**src/rtl/ones_density_monitor_pkg.sv**
```systemverilog
// Shared types for the ones-density monitor: FSM states, sample kinds and
// the header fields carried in front of each event timestamp.
package ones_mon_pkg;

    typedef enum logic [1:0] {
        NORMAL  = 2'd0,
        PENDING = 2'd1,
        ALARM   = 2'd2,
        RECOVER = 2'd3
    } mon_state_e;

    typedef enum logic [1:0] {
        NONE = 2'd0,
        LOW  = 2'd1,
        HIGH = 2'd2
    } ones_kind_e;

    // Event word is {hdr, ts}; hdr sits in the top three bits.
    typedef struct packed {
        logic       rise;
        ones_kind_e kind;
    } evt_hdr_t;

endpackage

```
**src/rtl/ones_density_monitor_if.sv**
```systemverilog
// Valid/ready event stream leaving the monitor: {rise, kind, ts}.
interface ones_density_monitor_if #(
    parameter int TS_W = 16
) ();
    logic              evt_valid;
    logic              evt_ready;
    logic [TS_W+2:0]   evt_data;

    modport master (output evt_valid, output evt_data, input evt_ready);
    modport slave  (input evt_valid, input evt_data, output evt_ready);
endinterface

```
**src/rtl/ones_density_monitor_evt_fifo.sv**
```systemverilog
// Two-entry valid/ready FIFO; head is held in a register so rdata is stable
// until popped. A push into a full FIFO is only taken alongside a pop.
module mon_evt_fifo #(
    parameter int W = 19
) (
    input  logic         clk,
    input  logic         rst_n,
    input  logic         flush,
    input  logic         push,
    input  logic [W-1:0] wdata,
    output logic         full,
    output logic         valid,
    input  logic         ready,
    output logic [W-1:0] rdata
);
    logic [1:0]   cnt_q, cnt_d;
    logic [W-1:0] head_q, head_d;
    logic [W-1:0] tail_q, tail_d;
    logic         valid_q, valid_d;
    logic         rd, wr;

    always_comb begin
        cnt_d  = cnt_q;
        head_d = head_q;
        tail_d = tail_q;
        rd     = valid_q && ready;
        wr     = push && ((cnt_q != 2'd2) || rd);
        if (flush) begin
            cnt_d = 2'd0;
        end else begin
            unique case ({wr, rd})
                2'b11: begin
                    if (cnt_q == 2'd1) begin
                        head_d = wdata;
                    end else begin
                        head_d = tail_q;
                        tail_d = wdata;
                    end
                end
                2'b01: begin
                    head_d = tail_q;
                    cnt_d  = cnt_q - 2'd1;
                end
                2'b10: begin
                    if (cnt_q == 2'd0) head_d = wdata;
                    else               tail_d = wdata;
                    cnt_d = cnt_q + 2'd1;
                end
                default: ;
            endcase
        end
        valid_d = (cnt_d != 2'd0);
    end

    always_ff @(posedge clk or negedge rst_n) begin
        if (!rst_n) begin
            cnt_q   <= 2'd0;
            head_q  <= '0;
            tail_q  <= '0;
            valid_q <= 1'b0;
        end else begin
            cnt_q   <= cnt_d;
            head_q  <= head_d;
            tail_q  <= tail_d;
            valid_q <= valid_d;
        end
    end

    assign full  = (cnt_q == 2'd2);
    assign valid = valid_q;
    assign rdata = head_q;

endmodule

```
**src/rtl/ones_density_monitor.sv**
```systemverilog
// Classifies popcount samples against [thr_lo, thr_hi], debounces an alarm,
// logs timestamped rise/fall events and keeps min/max/alarm statistics.
module ones_density_monitor
    import ones_mon_pkg::*;
#(
    parameter int ONES_W    = 8,
    parameter int TRIP_CNT  = 4,
    parameter int CLEAR_CNT = 8,
    parameter int TS_W      = 16
) (
    input  logic                 clk,
    input  logic                 rst_n,
    input  logic                 ones_valid,
    input  logic [ONES_W-1:0]    ones,
    input  logic [ONES_W-1:0]    thr_lo,
    input  logic [ONES_W-1:0]    thr_hi,
    input  logic                 clear,
    output logic                 alarm,
    output logic [1:0]           alarm_kind,
    ones_density_monitor_if.master evt,
    output logic                 evt_ovf,
    output logic [ONES_W-1:0]    min_ones,
    output logic [ONES_W-1:0]    max_ones,
    output logic [TS_W-1:0]      alarm_count
);
    localparam int RUN_MAX = (TRIP_CNT > CLEAR_CNT) ? TRIP_CNT : CLEAR_CNT;
    localparam int RUN_W   = $clog2(RUN_MAX + 1);
    localparam logic [RUN_W-1:0] TRIP_R  = RUN_W'(TRIP_CNT);
    localparam logic [RUN_W-1:0] CLEAR_R = RUN_W'(CLEAR_CNT);

    function automatic ones_kind_e classify(input logic [ONES_W-1:0] v,
                                            input logic [ONES_W-1:0] lo,
                                            input logic [ONES_W-1:0] hi);
        if (v < lo) return LOW;
        if (v > hi) return HIGH;
        return NONE;
    endfunction

    function automatic logic [TS_W-1:0] sat_inc(input logic [TS_W-1:0] v);
        return (v == '1) ? v : v + TS_W'(1);
    endfunction

    mon_state_e          state_q, state_d;
    ones_kind_e          kind_q, kind_d, cls;
    logic [RUN_W-1:0]    run_q, run_d, run_inc;
    logic [TS_W-1:0]     ts_q, ts_d;
    logic [TS_W-1:0]     acnt_q, acnt_d;
    logic [ONES_W-1:0]   min_q, min_d, max_q, max_d;
    logic                alarm_q, alarm_d, ovf_q, ovf_d;
    logic [1:0]          akind_q, akind_d;
    logic                push_req, pop, fifo_full;
    evt_hdr_t            push_hdr;

    always_comb begin
        state_d  = state_q;
        kind_d   = kind_q;
        run_d    = run_q;
        ts_d     = ts_q;
        acnt_d   = acnt_q;
        min_d    = min_q;
        max_d    = max_q;
        ovf_d    = ovf_q;
        push_req = 1'b0;
        push_hdr = '{rise: 1'b0, kind: NONE};
        cls      = classify(ones, thr_lo, thr_hi);
        run_inc  = run_q + RUN_W'(1);
        pop      = evt.evt_valid && evt.evt_ready;

        if (clear) begin
            state_d = NORMAL;
            kind_d  = NONE;
            run_d   = '0;
            acnt_d  = '0;
            min_d   = '1;
            max_d   = '0;
            ovf_d   = 1'b0;
        end else if (ones_valid) begin
            ts_d = ts_q + TS_W'(1);
            if (ones < min_q) min_d = ones;
            if (ones > max_q) max_d = ones;
            unique case (state_q)
                NORMAL: begin
                    if (cls != NONE) begin
                        kind_d = cls;
                        if (TRIP_CNT == 1) begin
                            state_d  = ALARM;
                            push_req = 1'b1;
                            push_hdr = '{rise: 1'b1, kind: cls};
                            acnt_d   = sat_inc(acnt_q);
                        end else begin
                            state_d = PENDING;
                            run_d   = RUN_W'(1);
                        end
                    end
                end
                PENDING: begin
                    if (cls == NONE) begin
                        state_d = NORMAL;
                        kind_d  = NONE;
                        run_d   = '0;
                    end else if (cls != kind_q) begin
                        kind_d = cls;
                        run_d  = RUN_W'(1);
                    end else if (run_inc == TRIP_R) begin
                        state_d  = ALARM;
                        run_d    = '0;
                        push_req = 1'b1;
                        push_hdr = '{rise: 1'b1, kind: cls};
                        acnt_d   = sat_inc(acnt_q);
                    end else begin
                        run_d = run_inc;
                    end
                end
                ALARM: begin
                    if (cls != NONE) begin
                        kind_d = cls;
                    end else if (CLEAR_CNT == 1) begin
                        state_d  = NORMAL;
                        kind_d   = NONE;
                        push_req = 1'b1;
                        push_hdr = '{rise: 1'b0, kind: kind_q};
                    end else begin
                        state_d = RECOVER;
                        run_d   = RUN_W'(1);
                    end
                end
                RECOVER: begin
                    if (cls != NONE) begin
                        state_d = ALARM;
                        kind_d  = cls;
                        run_d   = '0;
                    end else if (run_inc == CLEAR_R) begin
                        state_d  = NORMAL;
                        kind_d   = NONE;
                        run_d    = '0;
                        push_req = 1'b1;
                        push_hdr = '{rise: 1'b0, kind: kind_q};
                    end else begin
                        run_d = run_inc;
                    end
                end
                default: ;
            endcase
        end

        // A full queue without a same-cycle pop cannot take the new event.
        if (!clear && push_req && fifo_full && !pop) ovf_d = 1'b1;

        alarm_d = (state_d == ALARM) || (state_d == RECOVER);
        akind_d = (state_d == NORMAL) ? 2'd0 : kind_d;
    end

    always_ff @(posedge clk or negedge rst_n) begin
        if (!rst_n) begin
            state_q <= NORMAL;
            kind_q  <= NONE;
            run_q   <= '0;
            ts_q    <= '0;
            acnt_q  <= '0;
            min_q   <= '1;
            max_q   <= '0;
            ovf_q   <= 1'b0;
            alarm_q <= 1'b0;
            akind_q <= 2'd0;
        end else begin
            state_q <= state_d;
            kind_q  <= kind_d;
            run_q   <= run_d;
            ts_q    <= ts_d;
            acnt_q  <= acnt_d;
            min_q   <= min_d;
            max_q   <= max_d;
            ovf_q   <= ovf_d;
            alarm_q <= alarm_d;
            akind_q <= akind_d;
        end
    end

    mon_evt_fifo #(.W(TS_W + 3)) u_fifo (
        .clk   (clk),
        .rst_n (rst_n),
        .flush (clear),
        .push  (push_req),
        .wdata ({push_hdr, ts_q}),
        .full  (fifo_full),
        .valid (evt.evt_valid),
        .ready (evt.evt_ready),
        .rdata (evt.evt_data)
    );

    assign alarm       = alarm_q;
    assign alarm_kind  = akind_q;
    assign evt_ovf     = ovf_q;
    assign min_ones    = min_q;
    assign max_ones    = max_q;
    assign alarm_count = acnt_q;

endmodule

```
**src/flat_wrapper.sv**
```systemverilog
// flat-port wrapper written by rule: the top's interface ports become plain ports
module ones_density_monitor_flat import ones_mon_pkg::*;
#(
    parameter int ONES_W    = 8,
    parameter int TRIP_CNT  = 4,
    parameter int CLEAR_CNT = 8,
    parameter int TS_W      = 16
)
  (clk, rst_n, ones_valid, ones, thr_lo, thr_hi, clear, alarm, alarm_kind, evt_ovf, min_ones, max_ones, alarm_count, evt_evt_valid, evt_evt_data, evt_evt_ready);
  ones_density_monitor_if #(.TS_W(TS_W)) evt_i ();
  input  logic clk;
  input  logic rst_n;
  input  logic ones_valid;
  input  logic [ONES_W-1:0] ones;
  input  logic [ONES_W-1:0] thr_lo;
  input  logic [ONES_W-1:0] thr_hi;
  input  logic clear;
  output logic alarm;
  output logic [1:0] alarm_kind;
  output logic evt_ovf;
  output logic [ONES_W-1:0] min_ones;
  output logic [ONES_W-1:0] max_ones;
  output logic [TS_W-1:0] alarm_count;
  output wire logic [$bits(evt_i.evt_valid)-1:0] evt_evt_valid;
  output wire logic [$bits(evt_i.evt_data)-1:0] evt_evt_data;
  input wire logic [$bits(evt_i.evt_ready)-1:0] evt_evt_ready;
  assign evt_evt_valid = evt_i.evt_valid;
  assign evt_evt_data = evt_i.evt_data;
  assign evt_i.evt_ready = evt_evt_ready;
  ones_density_monitor #(.ONES_W(ONES_W), .TRIP_CNT(TRIP_CNT), .CLEAR_CNT(CLEAR_CNT), .TS_W(TS_W)) u_core (.clk(clk), .rst_n(rst_n), .ones_valid(ones_valid), .ones(ones), .thr_lo(thr_lo), .thr_hi(thr_hi), .clear(clear), .alarm(alarm), .alarm_kind(alarm_kind), .evt(evt_i), .evt_ovf(evt_ovf), .min_ones(min_ones), .max_ones(max_ones), .alarm_count(alarm_count));
endmodule
```
**config.mk**
```make
export PLATFORM = sky130hd
export DESIGN_NAME = ones_density_monitor_flat
export DESIGN_NICKNAME = d
export VERILOG_FILES = /design/src/rtl/ones_density_monitor_pkg.sv /design/src/rtl/ones_density_monitor_if.sv /design/src/rtl/ones_density_monitor_evt_fifo.sv /design/src/rtl/ones_density_monitor.sv /design/src/flat_wrapper.sv
export SDC_FILE = /design/constraint.sdc
export NUM_CORES = 1
export LEC_CHECK = 0
export CAP_MARGIN = 10
export CORE_AREA = 3 3 106 108
export CTS_CLUSTER_SIZE = 20
export DETAILED_ROUTE_END_ITERATION = 7
export DIE_AREA = 0 0 109 111
export PLACE_DENSITY = 0.8
export SKIP_CTS_REPAIR_TIMING = 1
export SYNTH_ARGS = -nofsm -noshare
export SYNTH_HDL_FRONTEND = slang
export SYNTH_SLANG_ARGS = --single-unit
```
**constraint.sdc**
```tcl
create_clock -name clk -period 3.21 [get_ports clk]
set_clock_uncertainty 0.05 [all_clocks]
set_input_delay 0.321 -clock clk [delete_from_list [all_inputs] [get_ports clk]]
set_output_delay 0.321 -clock clk [all_outputs]
set_load 0.05 [all_outputs]
```
Yosys cells after proc, flatten, opt, wreduce, memory -nomap -nowiden
Index checks and enable logic that the tools add are counted.

word-level totals
  flip-flop bits (word level) = 101
  input port bits = 29
  output and inout port bits = 56
  logic and storage cells = 152

cells by class
  equal/unequal tests = 23
  bitwise operators = 1
  mux-type cells = 74
  $add $sub $neg = 5
  reduce and logical (&&, ||, !) cells = 31
  $lt $le $gt $ge = 4

operators with widths
  kind                                                  count
  2-to-1 mux 16 bit                                     7
  2-to-1 mux 19 bit                                     4
  case mux 19 bit (3 select lines)                      1
  2-to-1 mux 8 bit                                      6
  2-to-1 mux 2 bit                                      23
  case mux 19 bit (2 select lines)                      1
  2-to-1 mux 4 bit                                      9
  adder 16 x 1 -> 16 bit (second input constant)        2
  nonzero test 2 bit                                    9
  equality test 16 bit (second input constant)          1
  > comparator 8 bit                                    2
  less-than comparator 8 bit                            2
  case mux 4 bit (4 select lines)                       1
  2-to-1 mux 3 bit                                      5
  equality test 2 bit (second input constant)           7
  inequality test 2 bit (second input constant)         7
  2-to-1 mux 1 bit                                      12
  logical NOT 2 bit                                     4
  case mux 2 bit (4 select lines)                       1
  equality test 2 x 1 -> 1 bit (second input constant)  3
  case mux 2 bit (3 select lines)                       1
  case mux 3 bit (2 select lines)                       1
  AND reduction 2 bit                                   3
  AND reduction 3 bit                                   2
  18 further kinds                                      24

Logic depth before layout (Yosys ltp)
Gate-level depths: netlist of the first run.

  word-level depth = 16
  depth in mapped cells = 12

Cells and area by module
From an unflattened synthesis of the first run, not the netlist that was laid out.

unflattened totals
  cells, all modules = 625
  area total of the unflattened synthesis = 6072.1 um^2

by module, submodules not included
  module                seq. area each (um^2)  instances  area each (um^2)  cells each
  ones_density_monitor  1511.4                 1          3882.5            429
  mon_evt_fifo          1026.0                 1          2189.6            196

Worst setup path before layout of the first run
No wires, ideal clock.

  path kind = flip-flop to flip-flop
  start point = register u_core.min_q[1], in the netlist u_core.min_ones[1]
  end point = register u_core.min_q[0], in the netlist u_core.min_ones[0]
  cell stages (with the launch flop) = 11
  library setup time = 0.075 ns
  buffers on the path = 1
  period minus slack after synthesis = 2.834 ns
  required time = 3.085 ns
  setup slack = 0.376 ns
  arrival = 2.709 ns
  cell sequence = dfstp_2 > inv_1 > ha_1 > a21o_1 > a21o_1 > a21o_1 > a21o_1 > a2111oi_0 > or3_1 > clkbuf_1 > mux2i_1

between the ends
  longest elaborated chain between the ends = 3

RTL lines
  item                                  RTL line                     RTL
  from (decl)                           ones_density_monitor.sv:48   logic [ONES_W-1:0] min_q, min_d, max_q, max_d;
  from (signal assigned)                ones_density_monitor.sv:171  min_q <= min_d;
  less-than comparator 8 bit            ones_density_monitor.sv:79   if (ones < min_q) min_d = ones;
  nonzero test 2 bit (no source line)   n/a
  AND reduction 2 bit (no source line)  n/a

Every way passes these cells.
A chain may end at the register's enable or synchronous reset.

Final worst setup path of the first run
  start point = register u_core.run_q[0]
  end point = register u_core.u_fifo.head_q[17], in the netlist u_core.u_fifo.rdata[17]

between the ends
  longest elaborated chain between the ends = 12
  elaborated cells on any way between the ends = 28
  classes of those cells = add/sub (1); eq/ne (6); mux (18); reduce/logical (3)

RTL lines
  item                                                                                 RTL line                             RTL
  from (decl)                                                                          ones_density_monitor.sv:45           logic [RUN_W-1:0] run_q, run_d, run_inc;
  from (signal assigned)                                                               ones_density_monitor.sv:168          run_q <= run_d;
  adder 4 x 1 -> 4 bit *                                                               ones_density_monitor.sv:66           run_inc = run_q + RUN_W'(1);
  equality test 4 x 3 -> 1 bit                                                         ones_density_monitor.sv:104          end else if (run_inc == TRIP_R) begin
  2-to-1 mux 1 bit                                                                     ones_density_monitor.sv:104
  2-to-1 mux 1 bit                                                                     ones_density_monitor.sv:101          end else if (cls != kind_q) begin
  2-to-1 mux 1 bit                                                                     ones_density_monitor.sv:97           if (cls == NONE) begin
  case mux 1 bit (2 select lines)                                                      ones_density_monitor.sv:81           unique case (state_q)
  2-to-1 mux 1 bit                                                                     ones_density_monitor.sv:77           end else if (ones_valid) begin
  2-to-1 mux 1 bit                                                                     ones_density_monitor.sv:69           if (clear) begin
  logical AND 1 bit                                                                    ones_density_monitor_evt_fifo.sv:27  wr = push && ((cnt_q != 2'd2) || rd);
  equality test 2 bit / equality test 2 x 1 -> 1 bit (equally long branches)           ones_density_monitor_evt_fifo.sv:31  unique case ({wr, rd})
  inequality test 2 bit (no source line) / nonzero test 3 bit (equally long branches)  n/a
  AND reduction 3 bit (no source line)                                                 n/a
  to (signal assigned)                                                                 ones_density_monitor_evt_fifo.sv:58  head_q <= '0;
  to (signal assigned)                                                                 ones_density_monitor_evt_fifo.sv:63  head_q <= head_d;
  to (decl)                                                                            ones_density_monitor_evt_fifo.sv:17  logic [W-1:0] head_q, head_d;

Every way passes the cells marked *; elsewhere a longest branch is shown, timed or not. The select of a mux whose other input is x is not followed.

==> run summary, run 1 <==
Post-synthesis mux area share = 0.0932
Syn_area_per_cell = 9.75 sq um
Max-cap violations = 0
Final min period = 2.97 ns
IO Pins = 85
Nets = 760
CTS tree = done
Clock Sinks = 101
DR vias = 4754
Crit start category = flip-flop
Leak = 3.36 nW
Starting Density = 0.553
# fillers = 787
Hold slack = 0.0481 ns
TNS Setup = 0 ns
Initial DRC Count = 237
Final worst setup slack = 0.245 ns
Post-synthesis xor/xnor area fraction = 0.0430
Slew Limit Fails = 0
Setup crit end kind = flip-flop
Final ANT Viol Nets = 0
First-pass GRT wire length = 23.1 mm
Total gr overflow = 0
Rel. slew slack = 0.304
WL/cell = 16.6 um
GP Congestion = 0.858
Top_reg_cell synth = dfrtp_1
Sequential area share after synthesis = 0.445
Critical path class = flip-flop to flip-flop
R2R setup slack = 0.24 ns
Most common cell after layout, fill and taps aside = dfrtp_1
GRT Overall Usage = 0.235
Count of state elements after synthesis = 101
Vias in the first global route = 4876
Synthesized area = 5700 sq um
Drt total wl = 13.9 mm
Clk root buf = clkbuf_8
Crit share post-route = 0.924
Synth async-reset ratio = 1.00
DP HPWL = 10.1 mm
Clk_lat worst skew = 0.38 ns
Antenna cells = 0
Die H = 111 um
Post-Synth Adder-Cell Area = 0.0790
Critical Path RT = 3.46 ns
Port bufs = 84
Register-to-Register Path Depth = 10
Area grow syn2layout = 25.3%
DP Worst Slack = -0.0500 ns
Simple-gate portion of the synthesized area = 0.159
Status = finished, final reports clean
Critical Path AT = 3.22 ns
Worst r2r src = u_core.run_q[0]
Largest family of logic cells by synthesized area = simple AND/OR/NAND/NOR gates
Initial antenna violation count = 0
PwrDens = 561 nW/um^2
Core Box Area = 10300 sq um
DRT Pass-1 Iters = 4
Post-Synthesis Cells = 585
Area after DPL = 6930 sq um
Vias/cell = 5.69
Final setup violation count = 0
H-tree levels = 3
Drc violations = 0
Post-synthesis cell type count = 63
Die area = 12100 sq um
EDFF count, synth = 0
Clock slew at the register clock pins of the worst setup and hold paths = 0.11 ns
Die X = 109 um
# rows = 37
Yosys warns = 0
Final instance area = 7150 sq um
Share of cells above drive strength 1 = 0.131
HP Class = input port to async pin
Clock Tree Buf Depth = 2
Fin. Hold Viols = 0
RSZ-0062 raised after global routing = false
Compound-cell area share of the yosys netlist = 0.139
Mapped Nets = 650
Crit path max fanout = 19
FMAX = 337 MHz
Most frequent cells in the layout = 92 x dfrtp_1, 83 x clkdlybuf4s50_1, 72 x nor2_1
CTS Buf Count = 9
Largest net degree at the start of global routing = 84
Reg-to-reg endpoint = u_core.u_fifo.rdata[17]
Peak supply drop = 0.531 mV
Worst-Margin Slew = 1.04 ns
## flip-flops by register name (all words and copies together), names as in the netlist
signal	cells
u_core.alarm	1
u_core.alarm_count	16
u_core.alarm_kind	2
u_core.evt_ovf	1
u_core.kind_q	2
u_core.max_ones	8
u_core.min_ones	8
u_core.run_q	4
u_core.state_q	2
u_core.ts_q	16
u_core.u_fifo.cnt_q	2
u_core.u_fifo.rdata	19
u_core.u_fifo.tail_q	19
u_core.u_fifo.valid	1
## logic make-up after synthesis
kind of cell,after synthesis
muxes,51
buffers and inverters,61
and+or+nand+nor,189
xor gates and xnor gates,28
DFF,101
AOI/OAI and AO/OA,119
adders and majority gates,36
## worst max path at each step
stage	depth (start not counted)	from	slack, ns	to
3_3_place_gp	12	thr_lo[2]	0.03	u_core.u_fifo.rdata[17]
3_5_place_dp	13	ones[4]	-0.05	u_core.run_q[2]
2_1_floorplan	10	u_core.min_ones[1]	0.38	u_core.min_ones[0]
5_1_grt	10	u_core.run_q[1]	0.05	u_core.u_fifo.rdata[17]
6_report	10	u_core.run_q[0]	0.24	u_core.u_fifo.rdata[17]
4_1_cts	10	u_core.run_q[0]	0.20	u_core.u_fifo.rdata[17]
## metal layers
metal	wire, um	vias to the layer above	GRT usage
met5	0	-	0
met2	7010	113	0.401
li1	-	2274	-
met4	223	0	0.0707
met3	611	20	0.0425
met1	6020	2347	0.301
## power by group
part	switching, mW	internal (mW)
clock network	0.512	0.308
registers	0.176	1.48
logic	0.967	0.569
total	1.66	2.36
## cells in the mapped netlist (4+ instances only)
library cell | n | area [sq um]
dfstp_2 | 8 | 210
nand2_1 | 32 | 120
or3_1 | 9 | 56.3
clkbuf_1 | 17 | 63.8
and3_1 | 7 | 43.8
a21oi_1 | 43 | 215
a21o_1 | 10 | 75.1
nor2_1 | 72 | 270
mux2i_1 | 34 | 340
o21a_1 | 4 | 30.0
inv_1 | 39 | 146
nor2b_1 | 6 | 37.5
nor3_1 | 7 | 35.0
mux2_2 | 17 | 191
o211ai_1 | 4 | 30.0
dfrtp_1 | 93 | 2330
xnor2_1 | 18 | 158
nand2b_1 | 6 | 37.5
o21ai_0 | 23 | 115
nand4_1 | 13 | 81.3
ha_1 | 36 | 450
xor2_1 | 10 | 87.6
nand3_1 | 20 | 100
## area by class of cell
cell class                      instances  area, sq um  share of cell area
Timing Repair Buffer                  121         1150               0.161
Sequential cell                       101         2540               0.355
Clock buffer                            9          124              0.0173
Tap cell                              136          170              0.0238
Inverter                               39          146              0.0205
Multi-Input combinational cell        423         2940               0.411
Clock inverter                          7         77.6              0.0109
## through the flow
stage	utilization	std cells	total power, mW
after floorplan	-	585	2.65
after global placement	0.672	820	3.17
after detailed placement	0.672	820	3.21
after CTS	0.691	836	4.03
after global routing	0.693	836	4.21
final	0.693	836	4.01
## worst max-delay path, cell delays in order, from the launching register on
cell	delay, ns
dfrtp_2	0.44
ha_1	0.22
or3b_1	0.41
or2_4	0.28
a2111oi_4	0.32
a22oi_2	0.10
a211o_1	0.32
and4_1	0.21
buf_12	0.18
or2_0	0.22
a31oi_1	0.14
No activity file was read; power rests on OpenSTA's default activity.
==> run 2: changes to the inputs <==
--- a/config.mk
+++ b/config.mk
@@ -5,11 +5,10 @@
 export SDC_FILE = /design/constraint.sdc
 export NUM_CORES = 1
 export LEC_CHECK = 0
-export CAP_MARGIN = 10
-export CORE_AREA = 3 3 106 108
+export CORE_AREA = 5 5 108 110
 export CTS_CLUSTER_SIZE = 20
 export DETAILED_ROUTE_END_ITERATION = 7
-export DIE_AREA = 0 0 109 111
+export DIE_AREA = 0 0 113 115
 export PLACE_DENSITY = 0.8
 export SKIP_CTS_REPAIR_TIMING = 1
 export SYNTH_ARGS = -nofsm -noshare
==> run summary, run 2 (same netlist as run 1, synthesis figures left out) <==
DRT Pass-1 Iters = 5
RSZ-0062 raised after global routing = false
Clock Sinks = 101
WP buf/inv = 0
Largest net degree at the start of global routing = 83
Final ANT Viol Nets = 0
Die X = 113 um
Delay-heaviest family, CP = simple AND/OR/NAND/NOR gates
Sw frac = 0.410
Final min period = 2.98 ns
Clock power frac = 0.197
Max-cap violations = 0
Die area = 13000 sq um
PwrDens = 559 nW/um^2
Clock Tree Buf Depth = 2
Worst r2r src = u_core.run_q[0]
Clk root buf = clkbuf_8
FMAX = 336 MHz
Nets = 758
Vias/cell = 5.66
Register-to-Register Path Depth = 9
Critical Path RT = 3.45 ns
CP max stage delay = 0.46 ns
DP HPWL = 9.70 mm
Starting Density = 0.538
Met1 Routed Length = 6.07 mm
Internal power = 2.35 mW
Leak = 3.35 nW
DP Worst Slack = -0.116 ns
Clock slew at the register clock pins of the worst setup and hold paths = 0.11 ns
Most frequent cells in the layout = 93 x dfrtp_1, 83 x clkdlybuf4s50_1, 72 x nor2_1
Vias in the first global route = 4717
First-pass GRT wire length = 22.7 mm
Combinational power share = 0.386
Core Box Area = 10600 sq um
Worst-Margin Slew = 1.04 ns
Final setup violation count = 0
DR WL met3 = 642 um
Sequential share of power = 0.418
Reg-to-reg endpoint = u_core.u_fifo.rdata[16]
Peak supply drop = 0.586 mV
# fillers = 832
Crit path max fanout = 6
DR top layer = met4
Final worst setup slack = 0.231 ns
H-tree levels = 3
Critical path class = flip-flop to flip-flop
WL/cell = 16.0 um
Crit-path slowest cell = dfrtp_1
CTS tree = done
Metal2 WL = 6.47 mm
GP Congestion = 0.847
Critical Path AT = 3.22 ns
Most common cell after layout, fill and taps aside = dfrtp_1
Rel. slew slack = 0.305
Psw = 1.63 mW
Area after DPL = 6940 sq um
Total gr overflow = 0
Drt total wl = 13.4 mm
Hold slack = 0.0484 ns
IO Pins = 85
Share of cells above drive strength 1 = 0.128
Area grow syn2layout = 24.9%
Port bufs = 84
Multi-input gate area = 2930 sq um
DR vias = 4742
Initial antenna violation count = 0
HP Class = input port to async pin
Final instance area = 7120 sq um
Drc violations = 0
Status = finished, final reports clean
Setup crit end kind = flip-flop
Fin. Hold Viols = 0
Initial DRC Count = 254
# rows = 38
GRT Overall Usage = 0.213
Storage cell area = 2540 sq um
CP Cell Sequence = ha_1, or3b_1, or2_4, a2111oi_4, a22oi_2, a211o_1, and4_1, or3_1, a31oi_1
Die H = 115 um
Crit start category = flip-flop
Crit share post-route = 0.928
Slew Limit Fails = 0
Clk_lat worst skew = 0.37 ns
R2R setup slack = 0.23 ns
Antenna cells = 0
CTS Buf Count = 9
==> run 2: power by group through the flow <==
stage	registers, mW	clock network, mW	logic (mW)
floorplan	2.15	0	0.494
global placement	1.67	0	1.50
detailed placement	1.67	0	1.54
CTS	1.66	0.807	1.55
global route	1.69	0.858	1.64
finish	1.66	0.783	1.54
==> run 2: per-layer routing <==
layer	global-route usage	up-vias
met5	0	-
met4	0.0729	0
met3	0.0316	20
met2	0.359	130
met1	0.282	2318
li1	-	2274
==> run 2: through the flow <==
step | std cells | utilization | TNS (ns) | power (mW)
after floorplan | 585 | - | 0 | 2.65
after global placement | 822 | 0.654 | -0.00879 | 3.17
after detailed placement | 822 | 0.654 | -1.86 | 3.22
after CTS | 838 | 0.672 | 0 | 4.02
after global routing | 838 | 0.672 | 0 | 4.19
final | 838 | 0.672 | 0 | 3.98
==> run 2: worst max path at each step <==
| stage | startpoint | endpoint | cells past startpoint |
|---|---|---|---|
| floorplan | u_core.min_ones[1] | u_core.min_ones[0] | 10 |
| global placement | ones[4] | u_core.u_fifo.rdata[17] | 10 |
| detailed placement | thr_lo[2] | u_core.u_fifo.rdata[16] | 12 |
| CTS | thr_lo[2] | u_core.u_fifo.rdata[17] | 13 |
| global route | ones[7] | u_core.alarm_kind[0] | 12 |
| finish | u_core.run_q[0] | u_core.u_fifo.rdata[16] | 9 |
==> run 2: final cells by class <==
| class | instances | area share |
|---|---|---|
| clock buffer | 9 | 0.0174 |
| multi-input combinational | 423 | 0.411 |
| timing repair buffer | 119 | 0.162 |
| tap | 140 | 0.0246 |
| clock inverter | 7 | 0.00896 |
| sequential | 101 | 0.356 |
| inverter | 39 | 0.0205 |
